--- config.mk ---
export PLATFORM = sky130hd
export DESIGN_NAME = pipelined_barrel_shifter
export DESIGN_NICKNAME = d
export VERILOG_FILES = /design/src/rtl/pbs_pkg.sv /design/src/rtl/pbs_stage.sv /design/src/rtl/pipelined_barrel_shifter.sv
export SDC_FILE = /design/constraint.sdc
export NUM_CORES = 1
export LEC_CHECK = 0
export BUFFER_PORTS_ARGS = -buffer_cell sky130_fd_sc_hd__clkbuf_2
export CAP_MARGIN = 20
export CORE_MARGIN = 1.5
export CORE_UTILIZATION = 59
export DETAILED_ROUTE_END_ITERATION = 8
export HOLD_SLACK_MARGIN = 0.06
export PLACE_DENSITY = 0.8
export SYNTH_ARGS = -nofsm -noshare
export SYNTH_HDL_FRONTEND = slang
export SYNTH_SLANG_ARGS = --single-unit
--- constraint.sdc ---
create_clock -name clk -period 1.6 [get_ports clk]
set_clock_uncertainty 0.1 [all_clocks]
set_input_delay 0.32 -clock clk [delete_from_list [all_inputs] [get_ports clk]]
set_output_delay 0.32 -clock clk [all_outputs]
set_load 0.02 [all_outputs]
--- src/rtl/pbs_pkg.sv ---
// Shared types and constants for the pipelined barrel shifter.
// Optional flag outputs are enabled with the PBS_FLAGS_EN macro.
package pbs_pkg;

  typedef enum logic [1:0] {
    MODE_LOGIC = 2'b00,
    MODE_ARITH = 2'b01,
    MODE_ROT   = 2'b10,
    MODE_RSVD  = 2'b11
  } shift_mode_t;

  localparam logic DIR_LEFT  = 1'b0;
  localparam logic DIR_RIGHT = 1'b1;

endpackage

--- src/rtl/pbs_stage.sv ---
// One barrel-shifter level: conditional shift by STAGE_SHIFT followed by a register.
// Carry tracking ports exist only when PBS_FLAGS_EN is defined.
module pbs_stage
  import pbs_pkg::*;
#(
  parameter int WIDTH       = 12,
  parameter int SHW         = 4,
  parameter int STAGE_SHIFT = 1
) (
  input  logic             clk,
  input  logic             rst,
  input  logic             adv,
  input  logic             pre_valid,
  input  logic             pre_dir,
  input  shift_mode_t      pre_mode,
  input  logic [SHW-1:0]   pre_amt,
  input  logic [WIDTH-1:0] pre_data,
`ifdef PBS_FLAGS_EN
  input  logic             pre_carry,
  input  logic             pre_force_en,
  input  logic             pre_force_val,
  output logic             post_carry,
  output logic             post_force_en,
  output logic             post_force_val,
`endif
  output logic             post_valid,
  output logic             post_dir,
  output shift_mode_t      post_mode,
  output logic [SHW-1:0]   post_amt,
  output logic [WIDTH-1:0] post_data
);

  localparam int AMT_BIT = $clog2(STAGE_SHIFT);

  logic             fill;
  logic [WIDTH-1:0] data_next;
  logic [SHW-1:0]   amt_next;

  logic             valid_reg;
  logic             dir_reg;
  shift_mode_t      mode_reg;
  logic [SHW-1:0]   amt_reg;
  logic [WIDTH-1:0] data_reg;

  // Each level consumes its own amount bit so later levels only see what remains.
  always_comb begin
    fill      = 1'b0;
    data_next = pre_data;
    amt_next  = pre_amt;
    amt_next[AMT_BIT] = 1'b0;
    if (pre_mode == MODE_ARITH && pre_dir == DIR_RIGHT) begin
      fill = pre_data[WIDTH-1];
    end
    if (pre_amt[AMT_BIT]) begin
      if (pre_mode == MODE_ROT) begin
        if (pre_dir == DIR_RIGHT) begin
          data_next = {pre_data[STAGE_SHIFT-1:0], pre_data[WIDTH-1:STAGE_SHIFT]};
        end else begin
          data_next = {pre_data[WIDTH-STAGE_SHIFT-1:0], pre_data[WIDTH-1:WIDTH-STAGE_SHIFT]};
        end
      end else if (pre_dir == DIR_RIGHT) begin
        data_next = {{STAGE_SHIFT{fill}}, pre_data[WIDTH-1:STAGE_SHIFT]};
      end else begin
        data_next = {pre_data[WIDTH-STAGE_SHIFT-1:0], {STAGE_SHIFT{1'b0}}};
      end
    end
  end

  // Payload only loads with a real beat, so bubbles leave the last value parked.
  always_ff @(posedge clk) begin
    if (rst) begin
      valid_reg <= 1'b0;
      dir_reg   <= DIR_LEFT;
      mode_reg  <= MODE_LOGIC;
      amt_reg   <= '0;
      data_reg  <= '0;
    end else if (adv) begin
      valid_reg <= pre_valid;
      if (pre_valid) begin
        dir_reg  <= pre_dir;
        mode_reg <= pre_mode;
        amt_reg  <= amt_next;
        data_reg <= data_next;
      end
    end
  end

  assign post_valid = valid_reg;
  assign post_dir   = dir_reg;
  assign post_mode  = mode_reg;
  assign post_amt   = amt_reg;
  assign post_data  = data_reg;

`ifdef PBS_FLAGS_EN
  logic carry_next;
  logic carry_reg;
  logic force_en_reg;
  logic force_val_reg;

  // The last level that actually moves data determines the final shifted-out bit.
  always_comb begin
    carry_next = pre_carry;
    if (pre_amt[AMT_BIT]) begin
      carry_next = (pre_dir == DIR_RIGHT) ? pre_data[STAGE_SHIFT-1]
                                          : pre_data[WIDTH-STAGE_SHIFT];
    end
  end

  always_ff @(posedge clk) begin
    if (rst) begin
      carry_reg     <= 1'b0;
      force_en_reg  <= 1'b0;
      force_val_reg <= 1'b0;
    end else if (adv && pre_valid) begin
      carry_reg     <= carry_next;
      force_en_reg  <= pre_force_en;
      force_val_reg <= pre_force_val;
    end
  end

  assign post_carry     = carry_reg;
  assign post_force_en  = force_en_reg;
  assign post_force_val = force_val_reg;
`endif

endmodule

--- src/rtl/pipelined_barrel_shifter.sv ---
// Pipelined barrel shifter: $clog2(WIDTH) registered mux levels with a global stall.
// Define PBS_FLAGS_EN to add the out_zero / out_carry flag outputs.
module pipelined_barrel_shifter
  import pbs_pkg::*;
#(
  parameter  int WIDTH = 12,
  localparam int SHW   = $clog2(WIDTH)
) (
  input  logic             clk,
  input  logic             rst,
  input  logic             in_valid,
  output logic             in_ready,
  input  logic [WIDTH-1:0] data_in,
  input  logic [SHW-1:0]   shift_amt,
  input  logic             dir,
  input  logic [1:0]       mode,
  output logic             out_valid,
  input  logic             out_ready,
  output logic [WIDTH-1:0] data_out
`ifdef PBS_FLAGS_EN
  ,
  output logic             out_zero,
  output logic             out_carry
`endif
);

  logic             adv;
  logic             valid_s [0:SHW];
  logic             dir_s   [0:SHW];
  shift_mode_t      mode_s  [0:SHW];
  logic [SHW-1:0]   amt_s   [0:SHW];
  logic [WIDTH-1:0] data_s  [0:SHW];

  // Every level moves together; a blocked output freezes the whole pipe.
  assign adv = !valid_s[SHW] || out_ready;

  assign valid_s[0] = in_valid;
  assign dir_s[0]   = dir;
  assign mode_s[0]  = shift_mode_t'(mode);
  assign amt_s[0]   = shift_amt;
  assign data_s[0]  = data_in;

`ifdef PBS_FLAGS_EN
  logic        carry_s     [0:SHW];
  logic        force_en_s  [0:SHW];
  logic        force_val_s [0:SHW];
  logic [31:0] amt_ext;
  logic        oversize;
  logic        wrap_zero;
  logic        is_rot;
  logic        arith_right;
  logic        force_en0;
  logic        force_val0;

  // Cases where the cascaded carry is wrong are decided up front and travel with the beat.
  always_comb begin
    amt_ext     = 32'(shift_amt);
    is_rot      = (shift_mode_t'(mode) == MODE_ROT);
    arith_right = (shift_mode_t'(mode) == MODE_ARITH) && (dir == DIR_RIGHT);
    oversize    = (amt_ext >= 32'(WIDTH));
    wrap_zero   = (amt_ext == 32'd0) || (amt_ext == 32'(WIDTH));
    force_en0   = (amt_ext == 32'd0) || (is_rot ? wrap_zero : oversize);
    force_val0  = !is_rot && oversize && arith_right && data_in[WIDTH-1];
  end

  assign carry_s[0]     = 1'b0;
  assign force_en_s[0]  = force_en0;
  assign force_val_s[0] = force_val0;
`endif

  for (genvar gi = 0; gi < SHW; gi++) begin : g_stage
    pbs_stage #(
      .WIDTH       (WIDTH),
      .SHW         (SHW),
      .STAGE_SHIFT (1 << gi)
    ) u_stage (
      .clk            (clk),
      .rst            (rst),
      .adv            (adv),
      .pre_valid      (valid_s[gi]),
      .pre_dir        (dir_s[gi]),
      .pre_mode       (mode_s[gi]),
      .pre_amt        (amt_s[gi]),
      .pre_data       (data_s[gi]),
`ifdef PBS_FLAGS_EN
      .pre_carry      (carry_s[gi]),
      .pre_force_en   (force_en_s[gi]),
      .pre_force_val  (force_val_s[gi]),
      .post_carry     (carry_s[gi+1]),
      .post_force_en  (force_en_s[gi+1]),
      .post_force_val (force_val_s[gi+1]),
`endif
      .post_valid     (valid_s[gi+1]),
      .post_dir       (dir_s[gi+1]),
      .post_mode      (mode_s[gi+1]),
      .post_amt       (amt_s[gi+1]),
      .post_data      (data_s[gi+1])
    );
  end

  assign in_ready  = adv;
  assign out_valid = valid_s[SHW];
  assign data_out  = data_s[SHW];

`ifdef PBS_FLAGS_EN
  assign out_zero  = (data_s[SHW] == '0);
  assign out_carry = force_en_s[SHW] ? force_val_s[SHW] : carry_s[SHW];
`endif

  // Sideband of the final level has no consumer.
  logic unused_tail;
  assign unused_tail = ^{dir_s[SHW], mode_s[SHW], amt_s[SHW]};

endmodule
==> results.sh, run 1 <==
export IMPL_crit_type="reg2out"
export IMPL_cts_buffers=9
export IMPL_yosysTopAreaCell="dfxtp_1"
export IMPL_io_pins=37
export IMPL_antenna_left=0
export IMPL_grt_pass1_vias=2812
export IMPL_grt_pass1_wl_um=13200
export IMPL_cp_slowest_cell="dfxtp_1"
export IMPL_finalMaxSlewViolations=0
export IMPL_io_buffers=36
export IMPL_grt_use_total=0.261
export IMPL_die_h_um=80.3
export IMPL_cts_buffer_depth=2
export IMPL_period_needed_ns=1.49
export IMPL_drcViolationCount=0
export IMPL_antenna_found_initial=0
export IMPL_power_density_nw_per_um2=904
export IMPL_synth_area_leaders="dfxtp_1 (38%), nand2_1 (12%), o211ai_1 (8.7%), a21oi_1 (8.5%), mux2i_1 (6.5%)"
export IMPL_syn_area_um2=3520
export IMPL_synth_top_cell_area_share=0.381
export IMPL_tns_ns=0
export IMPL_final_min_period_over_clock_period=0.934
export IMPL_wl_um=7710
export IMPL_post_cts_buffers=0
export IMPL_cts_tree="yes"
export IMPL_multiInputGateArea_um2=1860
export IMPL_ys_types=32
export IMPL_num_rows=27
export IMPL_ys_seq_area_frac=0.381
export IMPL_fillerInstances=448
export IMPL_status="finished, final reports clean"
export IMPL_hold_viol_final=0
export IMPL_cp_end_kind="primary output"
export IMPL_overflow=0
export IMPL_worstMarginPinSlew_ns=0.413
export IMPL_core_um2=5640
export IMPL_die_w_um=80.3
export IMPL_synthCells=443
export IMPL_h_tree_depth=3
export IMPL_clock_latency_ns=0.35
export IMPL_gp_congestion=0.871
export IMPL_worst_path_buf_inv=2
export IMPL_rsz0062_at_grt="no"
export IMPL_via_per_inst=5.92
export IMPL_initial_utilization=0.624
export IMPL_crit_family="flip-flops"
export IMPL_routedWlPerCell_um=14.3
export IMPL_die_area_um2=6440
export IMPL_slew_headroom=0.725
export IMPL_clock_sinks=67
export IMPL_drv_cap=0
export IMPL_cp_max_fo=9
export IMPL_drt_iter0_drc=184
export IMPL_hp_class="in2reg"
export IMPL_layout_area_seq_um2=1340
export IMPL_path_clk_slew_ns=0.07
export IMPL_finalSetupViolations=0
export IMPL_critical_path_max_stage_delay_ns=0.33
export IMPL_ir_drop_v=0.000522
export IMPL_critPathArrivalTime_ns=1.07
export IMPL_worstSetupStartpointType="flop"
export IMPL_dp_hpwl_um=5440
export IMPL_area_growth_pct=11.5
export IMPL_nets=486
export IMPL_fin_hold_ws_ns=0.0879
export IMPL_drive_gt1_frac=0.169
export IMPL_crit_required_ns=1.18
export IMPL_avgSynthCellArea_um2=7.95
export IMPL_vias=3193
export IMPL_synth_warnings=0
export IMPL_synth_nets=466
export IMPL_crit_chain="nor2b_4, inv_4, clkbuf_2"
export IMPL_leakagePower_nw=1.35
export IMPL_fmax_ghz=0.669
export IMPL_dr_pass1_iters=5
export IMPL_grt_max_degree=38
export IMPL_ys_seq_elements=67
export IMPL_root_buffer="clkbuf_8"
export IMPL_diodes=0
-- power breakdown --
part,internal [W],switching (W)
sequential,0.00172,0.0000575
clock,0.000792,0.000627
combinational,0.000150,0.000203
-- cell usage after synthesis --
cell type / number
nor2b_1: 8
o221ai_1: 5
mux2i_1: 23
buf_6: 2
nand2_1: 114
o211ai_1: 41
buf_2: 8
nor2b_4: 1
inv_1: 9
o41ai_1: 7
o32ai_1: 2
nand3b_1: 14
o2111ai_1: 1
o22ai_1: 4
clkbuf_2: 1
and2_4: 1
o311ai_0: 4
inv_4: 1
and2_1: 3
a21oi_1: 60
nand2_2: 2
or3_1: 2
a311oi_1: 6
nand2b_1: 1
o31ai_1: 1
buf_4: 20
mux2_2: 3
and2b_1: 1
nand4b_1: 4
dfxtp_1: 67
clkbuf_1: 16
nor2_1: 11
-- cells by family after synthesis --
kind of cell / share of synthesized area
buffers and inverters: 0.0902
DFF: 0.381
and+or+nand+nor: 0.210
muxes: 0.0750
AOI/OAI and AO/OA: 0.244
-- final timing paths --
path,start,to,slack [ns],depth (start not counted)
worst min register to register,g_stage[0].u_stage.post_amt[2],g_stage[1].u_stage.post_amt[2],0.35,2
worst max-delay path,g_stage[3].u_stage.post_valid,in_ready,0.11,3
worst max register to register,g_stage[1].u_stage.post_mode[0],g_stage[2].u_stage.post_data[0],0.12,4
worst min-delay path,shift_amt[2],g_stage[0].u_stage.post_amt[2],0.09,3
-- sequential cells by signal (all words and copies together) (netlist names) --
name / cells
g_stage.u_stage.post_amt: 6
g_stage.u_stage.post_data: 48
g_stage.u_stage.post_valid: 4
g_stage.u_stage.post_dir: 3
g_stage.u_stage.post_mode: 6
-- layer usage --
metal	GRT usage	wire (um)	vias to the layer above
li1	-	-	1609
met1	0.356	3670	1468
met2	0.410	3520	103
met3	0.0398	395	13
met4	0.110	129	0
met5	0	0	-
-- stage by stage --
stage	utilization	cells	setup WS, ns	power [W]	area, um2
after floorplan	-	443	0.00699	0.00205	3520
after global placement	0.661	524	0.198	0.00215	3730
after detailed placement	0.661	524	0.114	0.00216	3730
after CTS	0.696	539	0.0933	0.00356	3930
after global routing	0.696	539	0.0128	0.00369	3930
final	0.696	539	0.106	0.00355	3930
-- worst min-delay path, stage by stage --
cell	delay [ns]
clkbuf_2	0.08
nand2_1	0.04
a21oi_1	0.05
-- placed cells by master (no fill, tap or decap), types with 2 or more instances in the layout --
master / n
nand2_1: 114
nand2_2: 2
clkbuf_8: 11
o22ai_1: 4
a21oi_1: 60
o221ai_1: 5
buf_4: 15
dfxtp_1: 67
and2_1: 3
o211ai_1: 41
clkinvlp_4: 2
clkbuf_2: 36
o311ai_0: 3
mux2i_1: 23
a311oi_1: 6
nand3b_1: 14
o32ai_1: 2
nor2_1: 11
inv_1: 9
buf_12: 5
nand4b_1: 4
mux2_2: 3
o41ai_1: 7
nor2b_1: 8
or3_1: 2
-- repair_timing --
action,in CTS,in global routing
endpoints found under the setup margin,0,1
hold buffers,0,0
gates resized for setup,0,1
-- final cells by class --
class	instances	area share
multi-input cells	319	0.474
flip-flops and latches	67	0.341
repair buffers	56	0.100
clock buffers	11	0.0385
well taps	72	0.0229
clock inverters	4	0.0127
inverters	10	0.0102
(Power assumes the default switching activity.)
==> inputs of run 2 (changes only) <==
Clock period 1.6 ns to 1.62 ns, I/O delays scaled along.
==> run 2 against run 1 <==
  * Wire length increased by 4.4%
  * Via count increased by 0.78%
  * Critical endpoint unchanged
  * First-iteration DRC count grew 24%
  * Hold slack better by 0.0079 ns
  * Final area is 1.8% lower
  * Clock-buffer cell count down 1
  * Sequential power is essentially flat
  * Non-clock buffer count down 3
  * Sequential cell count stayed put
  * Critical path depth is the same
  * Power shrank 8.0%
  * Highest routed layer unchanged
  * Combinational power is 2% lower
==> results.sh, run 2 (synthesized netlist as in run 1, its figures left out) <==
export IMPL_diodes=0
export IMPL_grt_pass1_vias=2939
export IMPL_clock_latency_ns=0.35
export IMPL_grt_max_degree=38
export IMPL_ff2ff_setup_slack_ns=0.09
export IMPL_overflow=0
export IMPL_crit_type="reg2out"
export IMPL_r2r_start="g_stage[2].u_stage.post_mode[0]"
export IMPL_rsz0062_at_grt="no"
export IMPL_h_tree_depth=3
export IMPL_cts_resized=0
export IMPL_cp_end_kind="primary output"
export IMPL_tns_ns=0
export IMPL_die_area_um2=6440
export IMPL_worstReg2RegEnd="g_stage[3].u_stage.post_data[10]"
export IMPL_drcViolationCount=0
export IMPL_post_cts_buffers=0
export IMPL_r2r_cells=4
export IMPL_final_min_period_over_clock_period=0.957
export IMPL_crit_required_ns=1.20
export IMPL_whs_path_depth=3
export IMPL_finalMaxSlewViolations=0
export IMPL_vias=3218
export IMPL_ir_drop_v=0.000575
export IMPL_gp_congestion=0.878
export IMPL_io_buffers=36
export IMPL_cts_hold_fix_buffers=0
export IMPL_min_from="shift_amt[3]"
export IMPL_holdPathEnd="g_stage[0].u_stage.post_amt[3]"
export IMPL_routedWlPerCell_um=15.1
export IMPL_antenna_found_initial=0
export IMPL_core_um2=5640
export IMPL_io_pins=37
export IMPL_die_w_um=80.3
export IMPL_worstSetupStartpointType="flop"
export IMPL_nets=483
export IMPL_leakagePower_nw=1.31
export IMPL_num_rows=27
export IMPL_fillerInstances=468
export IMPL_die_h_um=80.3
export IMPL_most_common_layout_cells="nand2_1 (114), dfxtp_1 (67), a21oi_1 (60), o211ai_1 (41), clkbuf_2 (36)"
export IMPL_cp_max_fo=9
export IMPL_worstMarginPinSlew_ns=0.419
export IMPL_cts_buffers=9
export IMPL_root_buffer="clkbuf_8"
export IMPL_dp_hpwl_um=5730
export IMPL_period_needed_ns=1.55
export IMPL_setup_ws_ns=0.0695
export IMPL_wl_um=8050
export IMPL_power_density_nw_per_um2=846
export IMPL_grt_pass1_wl_um=13900
export IMPL_path_clk_slew_ns=0.06
export IMPL_grt_use_total=0.278
export IMPL_critPathArrivalTime_ns=1.13
export IMPL_antenna_left=0
export IMPL_hold_viol_final=0
export IMPL_largest_reg_flops=48
export IMPL_finalSetupViolations=0
export IMPL_final_common_cell="nand2_1"
export IMPL_place_ws_ns=0.136
export IMPL_slew_headroom=0.720
export IMPL_drv_cap=0
export IMPL_cts_buffer_depth=2
export IMPL_initial_utilization=0.624
export IMPL_drt_iter0_drc=229
export IMPL_fmax_ghz=0.645
export IMPL_status="finished, final reports clean"
export IMPL_drive_gt1_frac=0.160
export IMPL_hp_class="in2reg"
export IMPL_clock_sinks=67
export IMPL_dr_pass1_iters=4
export IMPL_area_growth_pct=9.59
export IMPL_cts_tree="yes"
export IMPL_via_per_inst=6.03
## run 2: cell types whose count changed in the layout (fill, tap and decap cells not counted)
cell,change
clkbuf_8,-1
o311ai_1,+1
bufinv_16,-1
clkinvlp_4,-1
buf_4,-3
o311ai_0,-1
clkinv_2,+1
## run 2: worst max path at each step
stage / from / to / slack, ns / cells past startpoint
finish: g_stage[3].u_stage.post_valid / in_ready / 0.07 / 3
detailed placement: out_ready / g_stage[3].u_stage.post_data[5] / 0.14 / 5
global placement: out_ready / g_stage[0].u_stage.post_data[1] / 0.19 / 7
CTS: g_stage[1].u_stage.post_mode[0] / g_stage[2].u_stage.post_data[0] / 0.04 / 4
global route: g_stage[2].u_stage.post_mode[0] / g_stage[3].u_stage.post_data[5] / 0.003 / 4
floorplan: g_stage[3].u_stage.post_valid / g_stage[0].u_stage.post_data[10] / 0.03 / 7
## run 2: cell type report
cell class	count	area (um2)	share of cell area
repair buffers	53	370	0.0959
flip-flops and latches	67	1340	0.347
inverters	10	40.0	0.0104
clock inverters	3	17.5	0.00454
clock buffers	10	138	0.0357
well taps	72	90.1	0.0233
multi-input cells	319	1860	0.483
## run 2: through the flow
step | instances | util | hold slack [ns] | power [W] | instance area [um2]
after floorplan | 443 | - | 0.332 | 0.00202 | 3520
after global placement | 521 | 0.657 | 0.340 | 0.00212 | 3700
after detailed placement | 521 | 0.657 | 0.344 | 0.00214 | 3700
after CTS | 534 | 0.684 | 0.0864 | 0.00329 | 3860
after global routing | 534 | 0.684 | 0.0912 | 0.00339 | 3860
final | 534 | 0.684 | 0.0958 | 0.00326 | 3860
## run 2: per-layer routing
layer  GRT usage  vias to the layer above  part of all wire
li1            -                     1600                 -
met1       0.376                     1485              0.45
met2       0.429                      116              0.46
met3      0.0557                       17             0.063
met4       0.119                        0             0.020
met5           0                        -                 0
## run 2: power breakdown
part	internal (W)	switching, W
registers	0.00170	0.0000623
logic	0.000147	0.000200
clock network	0.000565	0.000592
total	0.00241	0.000853
## run 2: critical path: stages, from the launching register on
cell	delay (ns)
dfxtp_1	0.33
nor2b_4	0.21
inv_4	0.08
clkbuf_2	0.16
==> inputs of run 3 (changes only) <==
Settings changed: PLACE_DENSITY 0.8 to default, PLACE_DENSITY_LB_ADDON from default to 0.2, RECOVER_POWER from default to 50.
==> run 3 against run 2 <==
  * Final area increased by 2.8%
  * Non-clock buffer count rose by 2
  * Via count fell by 0.19%
  * Clock power is 63% higher
  * Largest cell class unchanged
  * Largest power group is now the clock network
==> results.sh, run 3 (synthesized netlist as in run 1, its figures left out) <==
export IMPL_place_ws_ns=0.108
export IMPL_path_clk_slew_ns=0.08
export IMPL_cp_end_kind="primary output"
export IMPL_finalMaxSlewViolations=0
export IMPL_seqPwrFrac=0.439
export IMPL_gp_congestion=0.862
export IMPL_final_min_period_over_clock_period=0.958
export IMPL_nets=485
export IMPL_grt_pass1_wl_um=13600
export IMPL_grt_pass1_vias=2780
export IMPL_die_w_um=80.3
export IMPL_clock_latency_ns=0.35
export IMPL_core_um2=5640
export IMPL_cts_buffer_depth=2
export IMPL_dp_cells=523
export IMPL_p_comb_frac=0.088
export IMPL_vias=3212
export IMPL_design_area_um2=3970
export IMPL_final_util=0.703
export IMPL_cp_max_fo=9
export IMPL_die_h_um=80.3
export IMPL_grt_use_total=0.277
export IMPL_crit_family="flip-flops"
export IMPL_period_needed_ns=1.55
export IMPL_place_area_um2=3720
export IMPL_p_int_w=0.00304
export IMPL_routedWlPerCell_um=15.0
export IMPL_num_rows=27
export IMPL_layoutNonFillerInstCount=539
export IMPL_drive_gt1_frac=0.139
export IMPL_final_common_cell="nand2_1"
export IMPL_drcViolationCount=0
export IMPL_status="finished, final reports clean"
export IMPL_clock_sinks=67
export IMPL_dp_hpwl_um=5710
export IMPL_cp_slowest_cell="dfxtp_1"
export IMPL_switching_power_w=0.000959
export IMPL_via_per_inst=5.96
export IMPL_setup_ws_ns=0.0678
export IMPL_h_tree_depth=3
export IMPL_slew_headroom=0.555
export IMPL_post_cts_buffers=0
export IMPL_drv_cap=0
export IMPL_wl_um=8090
export IMPL_critical_path_max_stage_delay_ns=0.33
export IMPL_critPathArrivalTime_ns=1.13
export IMPL_die_area_um2=6440
export IMPL_initial_utilization=0.624
export IMPL_crit_type="reg2out"
export IMPL_fmax_ghz=0.644
export IMPL_rsz0062_at_grt="no"
export IMPL_io_pins=37
export IMPL_cts_buffers=9
export IMPL_finalSetupViolations=0
export IMPL_p_clk_frac=0.473
export IMPL_overflow=0
export IMPL_worstSetupStartpointType="flop"
export IMPL_area_growth_pct=12.7
export IMPL_worst_path_buf_inv=2
export IMPL_ir_drop_v=0.000746
export IMPL_crit_required_ns=1.20
export IMPL_tns_ns=0
export IMPL_root_buffer="clkbuf_8"
export IMPL_antenna_left=0
export IMPL_leakagePower_nw=1.33
export IMPL_hold_viol_final=0
export IMPL_worstMarginPinSlew_ns=0.667
export IMPL_drt_iter0_drc=198
export IMPL_largest_reg_flops=48
export IMPL_antenna_found_initial=0
export IMPL_grt_max_degree=30
export IMPL_hp_class="in2reg"
export IMPL_io_buffers=36
export IMPL_cts_tree="yes"
export IMPL_crit_chain="nor2b_4, inv_4, clkbuf_2"
export IMPL_diodes=0
export IMPL_swShare=0.240
export IMPL_most_common_layout_cells="nand2_1 (114), dfxtp_1 (67), a21oi_1 (60), o211ai_1 (41)"
export IMPL_dr_pass1_iters=4
export IMPL_power_density_nw_per_um2=1010
run 3: path summary, 6_finish.rpt:
path / slack (ns) / depth (start not counted) / to / startpoint
max: 0.07 / 3 / in_ready / g_stage[3].u_stage.post_valid
min reg2reg: 0.35 / 2 / g_stage[3].u_stage.post_data[3] / g_stage[3].u_stage.post_data[3]
max reg2reg: 0.12 / 4 / g_stage[3].u_stage.post_data[5] / g_stage[2].u_stage.post_mode[1]
min: 0.09 / 3 / g_stage[0].u_stage.post_amt[2] / shift_amt[2]
run 3: power by group through the flow:
stage | Combinational, W | Sequential (W) | Clock, W
finish | 0.000352 | 0.00176 | 0.00189
global route | 0.000390 | 0.00177 | 0.00197
CTS | 0.000353 | 0.00176 | 0.00191
detailed placement | 0.000351 | 0.00179 | 0
global placement | 0.000340 | 0.00179 | 0
floorplan | 0.000250 | 0.00177 | 0
run 3: layer usage:
metal  up-vias  global-route usage  share of wire
met5         -                   0              0
met4         0               0.140          0.021
met3        16              0.0511          0.045
met2       101               0.405           0.46
met1      1477               0.386           0.48
li1       1618                   -              -
run 3: worst register-to-register path, delay by kind of cell, from the launching register on:
family / cells / cell delay [ns]
AO/OA/AOI/OAI: 2 / 0.48
flip-flops: 1 / 0.37
AND/OR/NAND/NOR: 2 / 0.44
run 3: area by class of cell:
cell class,instances,area (um2)
clock inverters,7,146
repair buffers,55,365
inverters,10,40.0
well taps,72,90.1
flip-flops and latches,67,1340
fillers,466,1670
clock buffers,9,124
multi-input cells,319,1860
run 3: what timing repair did:
item                       in CTS  in global routing
hold buffers                    0                  0
resized for setup               0                  1
setup endpoints to repair       0                  1
run 3: metrics by stage:
stage	total power [W]	hold WS, ns
finish	0.00400	0.0873
global route	0.00412	0.0866
CTS	0.00402	0.0699
detailed placement	0.00215	0.345
global placement	0.00213	0.341
floorplan	0.00202	0.332
